**src/rtl/data_sync_pkg.sv**
```systemverilog
// Shared defaults and helpers for the enable-qualified bus synchronizer.
package data_sync_pkg;

    localparam int DEF_STAGES = 2;
    localparam int DEF_DATA_W = 8;

    // High for exactly one cycle when a level goes from 0 to 1.
    function automatic logic rising_edge(input logic cur, input logic prev);
        return cur & ~prev;
    endfunction

endpackage

```
**src/rtl/data_sync_bit_sync.sv**
```systemverilog
// Single-bit multi-flop synchronizer with asynchronous active-low reset.
module bit_sync
    import data_sync_pkg::*;
#(
    parameter int STAGES = DEF_STAGES
) (
    input  logic clk,
    input  logic rst,
    input  logic d,
    output logic q
);

    logic [STAGES-1:0] sff;

    always_ff @(posedge clk or negedge rst) begin
        if (!rst) begin
            sff <= '0;
        end else begin
            sff <= {sff[STAGES-2:0], d};
        end
    end

    assign q = sff[STAGES-1];

endmodule

```
**src/rtl/data_sync.sv**
```systemverilog
// Bus CDC: synchronizes the enable, strobes once per rising edge of it,
// and captures the protocol-stable bus on that same strobe.
module data_sync
    import data_sync_pkg::*;
#(
    parameter int STAGES = DEF_STAGES,
    parameter int DATA_W = DEF_DATA_W
) (
    input  logic              clk,
    input  logic              rst,
    input  logic              bus_enable,
    input  logic [DATA_W-1:0] unsync_bus,
    output logic [DATA_W-1:0] sync_bus,
    output logic              enable_pulse
);

    logic sync_en;
    logic en_d;
    logic pulse_gen;

    bit_sync #(
        .STAGES(STAGES)
    ) u_bit_sync (
        .clk (clk),
        .rst (rst),
        .d   (bus_enable),
        .q   (sync_en)
    );

    assign pulse_gen = rising_edge(sync_en, en_d);

    // Stage boundary: edge detect, strobe and data capture share one edge.
    always_ff @(posedge clk or negedge rst) begin
        if (!rst) begin
            en_d         <= 1'b0;
            enable_pulse <= 1'b0;
            sync_bus     <= '0;
        end else begin
            en_d         <= sync_en;
            enable_pulse <= pulse_gen;
            if (pulse_gen) begin
                sync_bus <= unsync_bus;
            end
        end
    end

endmodule

```
**config.mk**
```make
export PLATFORM = sky130hd
export DESIGN_NAME = data_sync
export DESIGN_NICKNAME = d
export VERILOG_FILES = /design/src/rtl/data_sync_pkg.sv /design/src/rtl/data_sync_bit_sync.sv /design/src/rtl/data_sync.sv
export SDC_FILE = /design/constraint.sdc
export NUM_CORES = 1
export LEC_CHECK = 0
export CAP_MARGIN = 40
export CORE_AREA = 2 2 39 41
export DETAILED_ROUTE_END_ITERATION = 7
export DIE_AREA = 0 0 41 43
export PLACE_DENSITY = 0.67
export SLEW_MARGIN = 20
export SYNTH_ARGS = -nofsm -noshare
export SYNTH_HDL_FRONTEND = slang
export SYNTH_SLANG_ARGS = --single-unit
```
**constraint.sdc**
```tcl
create_clock -name clk -period 2.6 [get_ports clk]
set_input_delay 0.78 -clock clk [delete_from_list [all_inputs] [get_ports clk]]
set_output_delay 0.78 -clock clk [all_outputs]
set_load 0.01 [all_outputs]
```
# Word-level counts from Yosys, hierarchy flattened
# Index checks and enable logic that the tools add are counted.
# word_totals
register_bits,12
input_bits,11
# op_classes
bitwise_logic,2
# ops
cell,count
$and A1 B1 Y1,1
$not A1 Y1,1

# Logic depth before layout (Yosys ltp)
# logic_depth
word_depth,2
ltp_mapped,3
mapped_depth_nobuf,2

# Hierarchy
# A second synthesis with hierarchy kept.
# unflattened
cells_unflattened,22
hier_area_um2,454.2
# modules_own_cells
module,n_inst,cells_each,area_each_um2,seq_area_each_um2
data_sync,1,20,404.1,250.2
bit_sync,1,2,50.0,50.0

# Worst setup path before layout
# OpenSTA, ideal clock, no wires.
# synth_path
path_type,register to output
from,register sync_bus[0]
to,output sync_bus[0]
t_arrival_ns,0.384
slack_ns,1.436
stages_incl_launch_ff,1
path_buffers,0
cell_sequence,dfrtp_1
# synth_rtl
element,line,source
from (decl),data_sync.sv:13,"output logic [DATA_W-1:0] sync_bus,"
from (signal assigned),data_sync.sv:42,sync_bus <= unsync_bus;
# No word-level cell between the ends.

# Worst setup path in the final report
# layout_path
from,register sync_bus[0]
to,output sync_bus[0]
# No word-level cell between the ends.

==> flow_summary.yaml <==
outcome:
  status: "completed"
timing:
  tightest_slew_ns: 0.5090
  finalClockSkew_ns: 0.001650
  rsz0062_at_grt: "false"
  max_freq_mhz: 511.6
  fin_ws_ns: 0.6452
  fin_setup_tns_ns: 0
  hold_viol_final: 0
  timing.final.crit_share_pct: 75.18
  finalSetupViolCount: 0
  finalMaxSlewViolations: 0
  timing.hold.ws_ns: 0.3661
  slew_headroom_pct: 65.96
  period_needed_ns: 1.955
cts:
  htreeDepth: 1
  cts_tree: "built"
  cts-hold-fix-buffers: 0
  cts_buffer_depth: 2
  clkSinkCount: 12
  root_buffer: "clkbuf_4"
  cts.repair.resized: 0
  cts_inserted_buffers: 3
  clk_pin_slew_ns: 0.07
  post_cts_buffers: 0
  clock_latency_ns: 0.26
final_layout:
  fin_util_pct: 49.19
  final_cell_area_um2: 680.7
  fin_nets: 56
  n_antenna_cell: 0
  area_growth_pct: 49.86
  drive_above_1_share_pct: 29.55
  final_cell_mix: "19 x clkdlybuf4s50_1, 12 x dfrtp_1, 8 x mux2_4"
  final_common_cell: "clkdlybuf4s50_1"
die:
  initial_utilization_pct: 32.82
  dieArea_mm2: 0.001763
  chipHeight_um: 43
  rows: 14
  core_area_mm2: 0.001384
  io_pins: 20
  die_x_um: 41
yosys:
  netlist_area_um2: 454.2
  synth_nets: 33
  synth_cells: 22
  synth_top_area_share_pct: 66.12
  ys_seq_area_share_pct: 66.12
  synth_area_leaders: "dfrtp_1 66%, mux2_4 26%, buf_12 4.4%, nor2b_4 3.0%"
  synth_warnings: 0
  synth_top_area_cell: "dfrtp_1"
  syn_area_per_cell_um2: 20.64
  synth_cell_types: 4
  synth_seq_cells: 12
setup_path:
  crit_arrival_ns: 1.17
  crit_path_end_kind: "output pin"
  critPathLaunch: "sync_bus[0]"
  startpoint_type: "register"
  cp_num_buf_inv: 1
  cp.depth: 1
  worstPathRequired_ns: 1.82
  slowest_delay_ns: 0.55
  crit_path_top_delay_cell: "clkdlybuf4s50_1"
  reg2reg_setup_slack_ns: 1.43
  crit_end: "sync_bus[0]"
  reg2regPathDepth: 2
  cp_max_fo: 2
  crit_type: "register to output pin"
  r2r_end: "sync_bus[3]"
  cp_top_family: "buffers and inverters"
  worstReg2RegStart: "en_d"
  crit_path_cell_trace: "clkdlybuf4s50_1"
global_routing:
  antenna_found_initial: 0
  gr-usage-all-layers_pct: 12.08
  grt_pass1_vias: 276
  grt_max_degree: 13
  grt-ovfl-total: 0
  grt_pass1_wl_um: 1373
route:
  wl_um: 750
  drtPass1Iterations: 4
  vias: 255
  remaining_drc_errors: 0
  ant_nets: 0
  wl_per_cell_um: 12.50
  first_iter_violations: 2
  drt-vias-per-instance: 4.250
power:
  power.density_mw_per_mm2: 680.8
  pwr-share-seq_pct: 47.3
  clkPwrFrac_pct: 30.8
  vdd_drop_max_mv: 0.2882
  p_leak_uw: 0.0003037
  switching_share_pct: 21.39
  power.internal_uw: 364.3
  comb_power_share_pct: 21.9
  netSwitchingPower_uw: 99.10
place:
  dp_slack_ns: 0.9430
  dpl_cell_area_um2: 644.4
  numPortBuffers: 19
  gp_congestion: 0.5590
run:
  cap_violations: 0
hold_path:
  hp-class: "register to register"
## area by class of cell
class | instances | area (um^2)
repair buffers | 19 | 190.2
clock buffers | 4 | 36.28
multi-input cells | 9 | 133.9
fillers | 119 | 703.2
flip-flops and latches | 12 | 300.3
well taps | 16 | 20.02
## through the flow
step / power [uW] / std cells
2_1_floorplan: 267.5 / 22
3_3_place_gp: 323.1 / 56
3_5_place_dp: 325.4 / 56
4_1_cts: 472.4 / 60
5_1_grt: 491.0 / 60
6_report: 463.4 / 60
## cell families (layout without fill, tap and decap cells)
| kind of cell | Yosys count | after routing | share of synthesized area, % |
|---|---|---|---|
| buffers and inverters | 1 | 23 | 4.408 |
| flip-flops | 12 | 12 | 66.12 |
| multiplexers | 8 | 8 | 26.45 |
| AND/OR/NAND/NOR | 1 | 1 | 3.030 |
## metal layers
layer | global-route usage (%) | routed length (um) | part of all wire (%)
met1 | 16.78 | 310 | 41
met3 | 3.665 | 61 | 8.1
met4 | 8.000 | 10 | 1.3
met5 | 0 | 0 | 0
met2 | 15.63 | 368 | 49
## worst min path at each step
| stage | startpoint | end | slack, ns | cells past startpoint |
|---|---|---|---|---|
| floorplan | u_bit_sync.sff[0] | u_bit_sync.sff[1] | 0.33 | 0 |
| global placement | u_bit_sync.sff[0] | u_bit_sync.sff[1] | 0.33 | 0 |
| detailed placement | u_bit_sync.sff[0] | u_bit_sync.sff[1] | 0.35 | 0 |
| CTS | u_bit_sync.sff[0] | u_bit_sync.sff[1] | 0.37 | 0 |
| global route | u_bit_sync.sff[0] | u_bit_sync.sff[1] | 0.37 | 0 |
| finish | u_bit_sync.sff[0] | u_bit_sync.sff[1] | 0.37 | 0 |
## flip-flops by register name (all words and copies together), names as in the netlist
name and flops:
sync_bus 8, u_bit_sync.sff 2, en_d 1, enable_pulse 1
## power by group through the flow
stage	registers [uW]	logic (uW)	clock network, uW
floorplan	231	36.0	0
global placement	221	102	0
detailed placement	222	103	0
CTS	219	104	149
global route	222	110	158
finish	219	102	143
## Yosys cell counts (all sizes together)
cell type	n
dfrtp	12
mux2	8
buf	1
nor2b	1
(Power assumes the default switching activity.)
==> edit (same flow settings) <==
Make the reset (`rst`) synchronous in 2 clocked blocks. Comments in the files are not updated.
--- a/src/rtl/data_sync_bit_sync.sv
+++ b/src/rtl/data_sync_bit_sync.sv
@@ -13,5 +13,5 @@
     logic [STAGES-1:0] sff;
 
-    always_ff @(posedge clk or negedge rst) begin
+    always_ff @(posedge clk) begin
         if (!rst) begin
             sff <= '0;
--- a/src/rtl/data_sync.sv
+++ b/src/rtl/data_sync.sv
@@ -31,5 +31,5 @@
 
     // Stage boundary: edge detect, strobe and data capture share one edge.
-    always_ff @(posedge clk or negedge rst) begin
+    always_ff @(posedge clk) begin
         if (!rst) begin
             en_d         <= 1'b0;
Behaviour: differs if rst is asserted again (counterexample within 4 cycles, from zero or initial values and one cycle with rst low); with rst held inactive, the same outputs for 10 cycles.
==> edit against the original RTL <==
Wire length increased by 3.5%. Setup slack improved by 0.034 ns. Highest routed layer is now met3. Die area unchanged. Cell area decreased by 2.9%. Synthesized area decreased by 2.2%. Maximum frequency increased by 1.8%. Sequential cell count unchanged.
Power is not compared: it rests on default switching activity, and its combinational part moved more than twofold at a synthesized area within 25%.
==> edit: results (changes against the original RTL) <==
Critical path
  • Worst R2R Start: u_bit_sync.sff[1]$_SDFF_PN0_ (was en_d$_DFF_PN0_)
  • Crit path DAT: 1.14 ns (was 1.17 ns)
  • Crit path launch: sync_bus[1]$_SDFFE_PN0P_ (was sync_bus[0]$_DFFE_PN0P_)
  • RR Endpoint: sync_bus[2]$_SDFFE_PN0P_ (was sync_bus[3]$_DFFE_PN0P_)
  • CP Capture Point: sync_bus[1] (was sync_bus[0])
  • Critical-path maximum fanout: 2 (unchanged)
  • R2R Setup Slk: 1.50 ns (was 1.43 ns)

Synthesis
  • Syn nets: 55 (was 33)
  • Asr flop ratio synth: 0% (was 100%)
  • Ys flop type: dfxtp_1 (was dfrtp_1)
  • Post-Synthesis Cells: 44 (was 22)
  • Synth top cells by count: nand2_1 (16), dfxtp_1 (12), mux2i_1 (8) (was dfrtp_1 (12), mux2_4 (8), buf_12 (1), nor2b_4 (1))
  • Ranking of synthesized cells by area: dfxtp_1 (54%), mux2i_1 (18%), nand2_1 (14%), buf_6 (5.1%), and2_1 (4.2%) (was dfrtp_1 (66%), mux2_4 (26%), buf_12 (4.4%), nor2b_4 (3.0%))
  • Synth unique cells: 8 (was 4)

Detailed routing
  • Routed vias/inst: 4.20 (was 4.25)
  • M1 WL: 375 um (was 310 um)
  • Uppermost routed layer: met3 (was met4)
  • Routed len/inst: 9.70 um (was 12.5 um)
  • Pre-antenna DRT Iters: 2 (was 4)
  • WL met2: 324 um (was 368 um)
  • Met3 wire length: 76 um (was 61 um)
  • DRT iter0 DRCs: 5 (was 2)

Place
  • Placer Congestion: 0.645 (was 0.559)
  • Dpl cell area: 624 um^2 (was 644 um^2)

Global routing
  • Vias in the first global route: 274 (was 276)
  • GRT Overall Usage: 9.16% (was 12.1%)
  • Largest net degree at the start of global routing: 20 (was 13)
  • First-pass GRT wire length: 1080 um (was 1370 um)

Power and ir drop
  • Switching share of power: 20.3%

Clock tree
  • CTS Buf Count: 3 (unchanged)
  • Worst skew pair latency: 0.26 ns (about the same)

Hold path
  • Hold crit path type: flip-flop to flip-flop (unchanged)

Cells and area
  • Nets: 76 (was 56)
  • Share of layout cells above drive strength 1: 7.81% (was 29.5%)
  • Fin cells: 80 (was 60)

Timing
  • Clock skew: 0.00131 ns (was 0.00165 ns)
  • Worst-Margin Slew: 0.587 ns (was 0.509 ns)

Outcome
  • Status: finished clean (unchanged)
edit: final cells by class:
type                    count  area, um^2
fillers                   138         723
flip-flops and latches     12         240
repair buffers             19         190
multi-input cells          29         174
clock buffers               4        36.3
well taps                  16        20.0
edit: worst min path at each step:
stage | cells past startpoint | from | endpoint | slack [ns]
CTS | 1 | u_bit_sync.sff[0]$_SDFF_PN0_ | u_bit_sync.sff[1]$_SDFF_PN0_ | 0.44
finish | 1 | u_bit_sync.sff[0]$_SDFF_PN0_ | u_bit_sync.sff[1]$_SDFF_PN0_ | 0.44
floorplan | 1 | en_d$_SDFF_PN0_ | enable_pulse$_SDFF_PN0_ | 0.41
global route | 1 | en_d$_SDFF_PN0_ | enable_pulse$_SDFF_PN0_ | 0.46
detailed placement | 1 | u_bit_sync.sff[0]$_SDFF_PN0_ | u_bit_sync.sff[1]$_SDFF_PN0_ | 0.42
global placement | 1 | u_bit_sync.sff[0]$_SDFF_PN0_ | u_bit_sync.sff[1]$_SDFF_PN0_ | 0.42
edit: through the flow:
step	worst slack (ns)	hold WS, ns	total power, mW
2_1_floorplan	1.32	0.412	0.217
3_3_place_gp	0.592	0.416	0.239
3_5_place_dp	0.585	0.418	0.239
4_1_cts	0.661	0.436	0.387
5_1_grt	0.613	0.456	0.395
6_report	0.679	0.436	0.379
edit: power groups by stage:
stage          clock network, mW  logic, mW  registers (mW)
2_1_floorplan                  0     0.0177           0.199
3_3_place_gp                   0     0.0419           0.197
3_5_place_dp                   0     0.0421           0.197
4_1_cts                    0.151     0.0424           0.193
5_1_grt                    0.156     0.0453           0.194
6_report                   0.144     0.0419           0.193
edit: metal layers:
metal,track usage (%),up-vias
met5,0,-
met4,6.00,0
met3,3.14,0
met2,12.5,13
met1,11.7,140
li1,-,183
edit: logic make-up (layout without fill, tap and decap cells):
| family | count (synthesis) | count (layout) | synth area share [%] |
|---|---|---|---|
| buf+inv | 3 | 23 | 6.76 |
| simple gates | 21 | 21 | 21.1 |
| flops | 12 | 12 | 54.1 |
| mux | 8 | 8 | 18.0 |
